File: config.mk
export PLATFORM = sky130hd
export DESIGN_NAME = io_sweep_driver_flat
export DESIGN_NICKNAME = d
export VERILOG_FILES = /design/src/rtl/io_sweep_pkg.sv /design/src/rtl/io_sweep_driver_if.sv /design/src/rtl/io_sweep_misr.sv /design/src/rtl/io_sweep_driver.sv /design/src/flat_wrapper.sv
export SDC_FILE = /design/constraint.sdc
export NUM_CORES = 1
export LEC_CHECK = 0
export ABC_AREA = 1
export CORE_MARGIN = 2
export CORE_UTILIZATION = 40
export CTS_BUF_LIST = sky130_fd_sc_hd__clkbuf_8 sky130_fd_sc_hd__clkbuf_16
export DETAILED_ROUTE_END_ITERATION = 10
export PLACE_DENSITY_LB_ADDON = 0.1
export SYNTH_ARGS = -nofsm -noshare
export SYNTH_HDL_FRONTEND = slang
export SYNTH_SLANG_ARGS = --single-unit
File: constraint.sdc
create_clock -name clk -period 1.5 [get_ports clk]
set_input_delay 0.3 -clock clk [delete_from_list [all_inputs] [get_ports clk]]
set_output_delay 0.3 -clock clk [all_outputs]
set_load 0.01 [all_outputs]
File: src/rtl/io_sweep_pkg.sv
// io_sweep shared types, constants and MISR step.
// Used by the driver RTL and its bench.
package io_sweep_pkg;

  localparam int MISR_MAX_W = 32;
  localparam int DEF_OUT_W = 20;
  localparam logic [DEF_OUT_W-1:0] DEF_POLY = 20'h00009;

  typedef enum logic [1:0] {
    IDLE,
    DRIVE,
    CAPTURE,
    DONE
  } sweep_state_t;

  // One MISR step at width w (w <= MISR_MAX_W), upper bits zeroed.
  function automatic logic [MISR_MAX_W-1:0] misr_next(
    input logic [MISR_MAX_W-1:0] sig,
    input logic [MISR_MAX_W-1:0] resp,
    input logic [MISR_MAX_W-1:0] poly = MISR_MAX_W'(DEF_POLY),
    input int unsigned w = DEF_OUT_W
  );
    logic [MISR_MAX_W-1:0] mask;
    logic [MISR_MAX_W-1:0] nxt;
    logic top;
    mask = (w >= MISR_MAX_W) ? '1
         : ((MISR_MAX_W'(1) << w) - MISR_MAX_W'(1));
    top = sig[5'(w - 1)];
    nxt = (sig << 1) ^ (top ? poly : '0) ^ resp;
    return nxt & mask;
  endfunction

endpackage

File: src/rtl/io_sweep_driver_if.sv
// Stimulus/response bus between sweep driver and design.
// Log read port exists only with IO_SWEEP_LOG_EN.
interface io_sweep_driver_if #(
  parameter int IN_W = 3,
  parameter int OUT_W = 20
);
  logic             start;
  logic [IN_W-1:0]  stim_data;
  logic [OUT_W-1:0] resp_data;
  logic             busy;
  logic             done;
  logic [OUT_W-1:0] signature;
`ifdef IO_SWEEP_LOG_EN
  logic [IN_W-1:0]  rd_addr;
  logic [OUT_W-1:0] rd_data;

  modport master (
    input  start, resp_data, rd_addr,
    output stim_data, busy, done, signature, rd_data
  );
  modport slave (
    output start, resp_data, rd_addr,
    input  stim_data, busy, done, signature, rd_data
  );
`else
  modport master (
    input  start, resp_data,
    output stim_data, busy, done, signature
  );
  modport slave (
    output start, resp_data,
    input  stim_data, busy, done, signature
  );
`endif
endinterface

File: src/rtl/io_sweep_misr.sv
// Signature register: clear to zero, or fold one response in.
// Clear wins over update.
module io_sweep_misr
  import io_sweep_pkg::*;
#(
  parameter int OUT_W = 20,
  parameter logic [OUT_W-1:0] POLY = OUT_W'(DEF_POLY)
) (
  input  logic             clk,
  input  logic             rst_n,
  input  logic             clr_i,
  input  logic             upd_i,
  input  logic [OUT_W-1:0] resp_i,
  output logic [OUT_W-1:0] sig_o
);

  logic [OUT_W-1:0] sig_q;
  logic [OUT_W-1:0] sig_d;

  // Next signature: reseed, step, or hold.
  always_comb begin
    sig_d = sig_q;
    unique case (1'b1)
      clr_i: sig_d = '0;
      upd_i: sig_d = OUT_W'(misr_next(
               MISR_MAX_W'(sig_q),
               MISR_MAX_W'(resp_i),
               MISR_MAX_W'(POLY),
               OUT_W));
      default: sig_d = sig_q;
    endcase
  end

  // Signature state.
  always_ff @(posedge clk or negedge rst_n) begin
    if (!rst_n) sig_q <= '0;
    else        sig_q <= sig_d;
  end

  assign sig_o = sig_q;

endmodule

File: src/rtl/io_sweep_driver.sv
// Sweeps stim_data over all codes, MISR-folds resp_data.
// IO_SWEEP_LOG_EN adds a per-code response log.
module io_sweep_driver
  import io_sweep_pkg::*;
#(
  parameter int IN_W = 3,
  parameter int OUT_W = 20,
  parameter int SETTLE = 1,
  parameter logic [OUT_W-1:0] POLY = OUT_W'(DEF_POLY)
) (
  input logic clk,
  input logic rst_n,
  io_sweep_driver_if.master bus
);

  localparam int CW = $clog2(SETTLE) + 1;
  localparam logic [CW-1:0] CNT_LAST = CW'(SETTLE - 1);

  sweep_state_t    state_q;
  logic [IN_W-1:0] stim_q;
  logic [CW-1:0]   cnt_q;
  logic            busy_q;
  logic            done_q;

  logic last_code;
  logic misr_clr;
  logic misr_upd;

  assign last_code = &stim_q;
  assign misr_clr = (state_q == IDLE) && bus.start;
  assign misr_upd = (state_q == CAPTURE);

  // Sweep FSM with stimulus, settle counter and flags.
  always_ff @(posedge clk or negedge rst_n) begin
    if (!rst_n) begin
      state_q <= IDLE;
      stim_q  <= '0;
      cnt_q   <= '0;
      busy_q  <= 1'b0;
      done_q  <= 1'b0;
    end else begin
      done_q <= 1'b0;
      unique case (state_q)
        IDLE: begin
          if (bus.start) begin
            state_q <= DRIVE;
            stim_q  <= '0;
            cnt_q   <= '0;
            busy_q  <= 1'b1;
          end
        end
        DRIVE: begin
          if (cnt_q == CNT_LAST) state_q <= CAPTURE;
          else cnt_q <= cnt_q + 1'b1;
        end
        CAPTURE: begin
          if (last_code) begin
            state_q <= DONE;
            busy_q  <= 1'b0;
            done_q  <= 1'b1;
          end else begin
            state_q <= DRIVE;
            stim_q  <= stim_q + 1'b1;
            cnt_q   <= '0;
          end
        end
        DONE: state_q <= IDLE;
        default: state_q <= IDLE;
      endcase
    end
  end

  io_sweep_misr #(
    .OUT_W (OUT_W),
    .POLY  (POLY)
  ) u_misr (
    .clk    (clk),
    .rst_n  (rst_n),
    .clr_i  (misr_clr),
    .upd_i  (misr_upd),
    .resp_i (bus.resp_data),
    .sig_o  (bus.signature)
  );

  assign bus.stim_data = stim_q;
  assign bus.busy = busy_q;
  assign bus.done = done_q;

`ifdef IO_SWEEP_LOG_EN
  logic [OUT_W-1:0] log_q [2**IN_W];

  // Response log, written per capture, cleared only by reset.
  always_ff @(posedge clk or negedge rst_n) begin
    if (!rst_n) begin
      for (int i = 0; i < 2**IN_W; i++) log_q[i] <= '0;
    end else if (misr_upd) begin
      log_q[stim_q] <= bus.resp_data;
    end
  end

  assign bus.rd_data = log_q[bus.rd_addr];
`endif

endmodule

File: src/flat_wrapper.sv
// flat-port wrapper written by rule: the top's interface ports become plain ports
module io_sweep_driver_flat import io_sweep_pkg::*;
#(
  parameter int IN_W = 3,
  parameter int OUT_W = 20,
  parameter int SETTLE = 1,
  parameter logic [OUT_W-1:0] POLY = OUT_W'(DEF_POLY)
)
  (clk, rst_n, bus_start, bus_resp_data, bus_stim_data, bus_busy, bus_done, bus_signature);
  io_sweep_driver_if #(.IN_W(IN_W), .OUT_W(OUT_W)) bus_i ();
  input logic clk;
  input logic rst_n;
  input wire logic [$bits(bus_i.start)-1:0] bus_start;
  input wire logic [$bits(bus_i.resp_data)-1:0] bus_resp_data;
  output wire logic [$bits(bus_i.stim_data)-1:0] bus_stim_data;
  output wire logic [$bits(bus_i.busy)-1:0] bus_busy;
  output wire logic [$bits(bus_i.done)-1:0] bus_done;
  output wire logic [$bits(bus_i.signature)-1:0] bus_signature;
  assign bus_i.start = bus_start;
  assign bus_i.resp_data = bus_resp_data;
  assign bus_stim_data = bus_i.stim_data;
  assign bus_busy = bus_i.busy;
  assign bus_done = bus_i.done;
  assign bus_signature = bus_i.signature;
  io_sweep_driver #(.IN_W(IN_W), .OUT_W(OUT_W), .SETTLE(SETTLE), .POLY(POLY)) u_core (.clk(clk), .rst_n(rst_n), .bus(bus_i));
endmodule
==> results of run 1 <==
-- cells in the final DEF, fill, tap and decap left out --
cell type	n
clkbuf_8	3
inv_4	1
o21ai_0	4
o21ai_1	1
o21ai_2	1
nand2_4	1
ha_1	3
clkdlybuf4s50_1	26
inv_1	8
or2_1	1
dlygate4sd2_1	7
dlymetal6s2s_1	14
dfrtp_1	27
nor2_1	41
nand3b_1	1
nand2_1	72
a21oi_2	1
nand2_2	11
inv_2	1
o21bai_1	1
a21oi_1	1
nand3_1	2
buf_4	21
-- worst reg2reg max path: stages, from the launching register on --
cell,delay (ns)
dfrtp_1,0.40
buf_4,0.14
ha_1,0.20
ha_1,0.20
or2_1,0.26
o21ai_0,0.15
-- flip-flops by register name, summed over array words and instances, names as in the netlist --
signal,count
u_core.bus.done,1
u_core.u_misr.sig_o,20
u_core.state_q,2
u_core.bus.busy,1
u_core.bus.stim_data,3
-- power groups by stage --
stage / sequential (mW) / combinational [mW] / clock [mW]
2_1_floorplan: 1.57 / 0.845 / 0
3_3_place_gp: 1.45 / 1.84 / 0
3_5_place_dp: 1.47 / 1.88 / 0
4_1_cts: 1.30 / 2.33 / 0.435
5_1_grt: 1.36 / 2.57 / 0.449
6_report: 1.30 / 2.27 / 0.417
-- area by class of cell --
cell class | instances | area [µm²]
Inverter | 9 | 36.28
Multi-Input combinational cell | 141 | 620.6
Timing Repair Buffer | 68 | 654.4
Tap cell | 46 | 57.56
Fill cell | 316 | 1195
Clock inverter | 1 | 3.754
Sequential cell | 27 | 675.6
Clock buffer | 3 | 41.29
-- what timing repair did --
action / CTS / global route
gates resized for setup: 7 / 17
setup endpoints to repair: 23 / 17
pin swaps: 0 / 1
setup buffers: 18 / 0
hold buffers: 0 / 0
-- kinds of logic (layout without fill, tap and decap cells) --
kind of cell	Yosys count	in the layout
simple gates	129	129
flops	27	27
buf+inv	12	81
compound gates	9	9
fa+ha+maj	3	3
-- per-layer routing --
layer	GRT usage	up-vias	wire, µm
met5	0	-	0
met4	0.04167	0	21
met3	0.03804	2	154
met2	0.3057	34	1483
met1	0.2190	596	1419
li1	-	684	-
-- worst max-delay path by stage --
stage / start / endpoint / slack [ns]
finish: u_core.u_misr.sig_o[17]$_DFFE_PN0P_ / bus_signature[17] / 0.02
global route: u_core.u_misr.sig_o[17]$_DFFE_PN0P_ / bus_signature[17] / 0.002
CTS: u_core.bus.stim_data[2]$_DFFE_PN0P_ / bus_stim_data[2] / 0.005
global placement: bus_start / u_core.u_misr.sig_o[3]$_DFFE_PN0P_ / 0.10
detailed placement: bus_start / u_core.u_misr.sig_o[14]$_DFFE_PN0P_ / 0.08
floorplan: u_core.bus.stim_data[0]$_DFFE_PN0P_ / u_core.bus.stim_data[0]$_DFFE_PN0P_ / 0.23
==> flow_metrics.tcl, run 1 <==
set metrics [dict create \
    avgSynthCellArea_um2 7.535 \
    final-hold-violation-count 0 \
    post-route-util 0.6362 \
    antennaDiodeCount 0 \
    dieArea_mm2 0.003873 \
    path_cells "clkdlybuf4s50_1" \
    timing.fmax_mhz 677.8 \
    rsz0062_at_grt "false" \
    seqPwrFrac 0.325 \
    drv_slew 0 \
    power.ir.vdd_worst_mv 0.9573 \
    syn_to_final_growth_pct 54.06 \
    clock_skew_ns 0.003464 \
    rr_worst_depth 5 \
    antenna_left 0 \
    htreeDepth 1 \
    hp-class "input port to asynchronous set/reset pin" \
    synth_top_area_cell "dfrtp_1" \
    power_mw 3.986 \
    swShare 0.3928 \
    wl_per_cell_um 10.44 \
    place_area_mm2 0.001877 \
    cts-root-buf "clkbuf_8" \
    synth_top_area_frac 0.4982 \
    numPortBuffers 47 \
    syn_inst 180 \
    crit_cells 1 \
    timing.rr.end "u_core.bus.stim_data[0]$_DFFE_PN0P_" \
    internal_power_mw 2.420 \
    crit_buf_inv 1 \
    wirelength_mm 3.079 \
    via_count 1316 \
    synthMuxAreaShare 0 \
    synth-seq-cells 27 \
    critPathMaxStageDelay_ns 0.54 \
    die_w_um 62.23 \
    synth-compound-area-share 0.03782 \
    yosysMostFrequentCell "nand2_1" \
    whs_ns 0.3836 \
    path_clk_slew_ns 0.09 \
    tritoncts "built" \
    core-area_mm2 0.003284 \
    r2r_setup_slack_ns 0.06 \
    drc 0 \
    place_ws_ns 0.08020 \
    grt_max_degree 28 \
    synth_cell_types 18 \
    finalNonFillerCells 295 \
    worst-path-max-fanout 2 \
    start_util 0.4130 \
    numClockSinks 27 \
    grt_first_pass_wirelength_mm 5.540 \
    cp.arrival_ns 1.18 \
    vias_per_cell 4.461 \
    synth-warning-count 0 \
    total_leakage_power_nw 1.168 \
    p_sw_mw 1.566 \
    end_kind "output port" \
    dp_cells 273 \
    dr.pass1.iters 4 \
    worst_slack_ns 0.02469 \
    yosys-top-cells-area "dfrtp_1 50%, nand2_1 20%, nor2_1 11%" \
    insertion_delay_ns 0.27 \
    synthSimpleGateAreaFrac 0.3875 \
    cts_buffers 3 \
    setup_tns_ns 0 \
    async_reset_ff_frac 1.000 \
    pwr-share-comb 0.570 \
    synth_edf_count 0 \
    worstMarginPinSlew_ns 0.3499 \
    drt_iter0_markers 56 \
    min_period_ns 1.475 \
    synth_top_family_by_area "simple AND/OR/NAND/NOR gates" \
    slew_headroom 0.7668 \
    first_global_vias 1328 \
    outcome "finished clean" \
    netlist_top_cells_count "73 x nand2_1, 41 x nor2_1, 27 x dfrtp_1" \
    synthAdderAreaFrac 0.02768 \
    rr_startpoint "u_core.bus.stim_data[0]$_DFFE_PN0P_" \
    cap_viol_max_count 0 \
    routabilityCongestion 0.7334 \
    synth_ff_type "dfrtp_1" \
    fin_crit_sh 0.9835 \
    antenna_found_initial 0 \
    cpMaxStageDelayCell "clkdlybuf4s50_1" \
    worstSetupPathType "flip-flop to output port" \
    grt-ovfl-total 0 \
    finalSetupViolations 0 \
    power_density_mw_per_mm2 1907 \
    synth_xor_area_frac 0 \
    start_kind "flip-flop" \
    hpwl_mm 2.109 \
    clkPwrFrac 0.105 \
    cp_top_family "buffers and inverters" \
    cp.required_ns 1.20 \
    drive_gt1_frac 0.1606 \
    synth_nets 206 \
    final_area_mm2 0.002090 \
    die_h_um 62.23 \
    syn-cell-area_mm2 0.001356 \
    io-pin-count 48 \
    fin_nets 276 \
    fp-row-count 21 \
    clockBufferDepth 2 \
    grt_usage 0.1740 \
    ys_seq_area_frac 0.4982 \
]
(Power assumes the default switching activity.)
==> run 2, diff against run 1 <==
Settings changed: SKIP_LAST_GASP from default to 1.
==> results of run 2 <==
Final layout, timing and power as in run 1 (identical DEF).
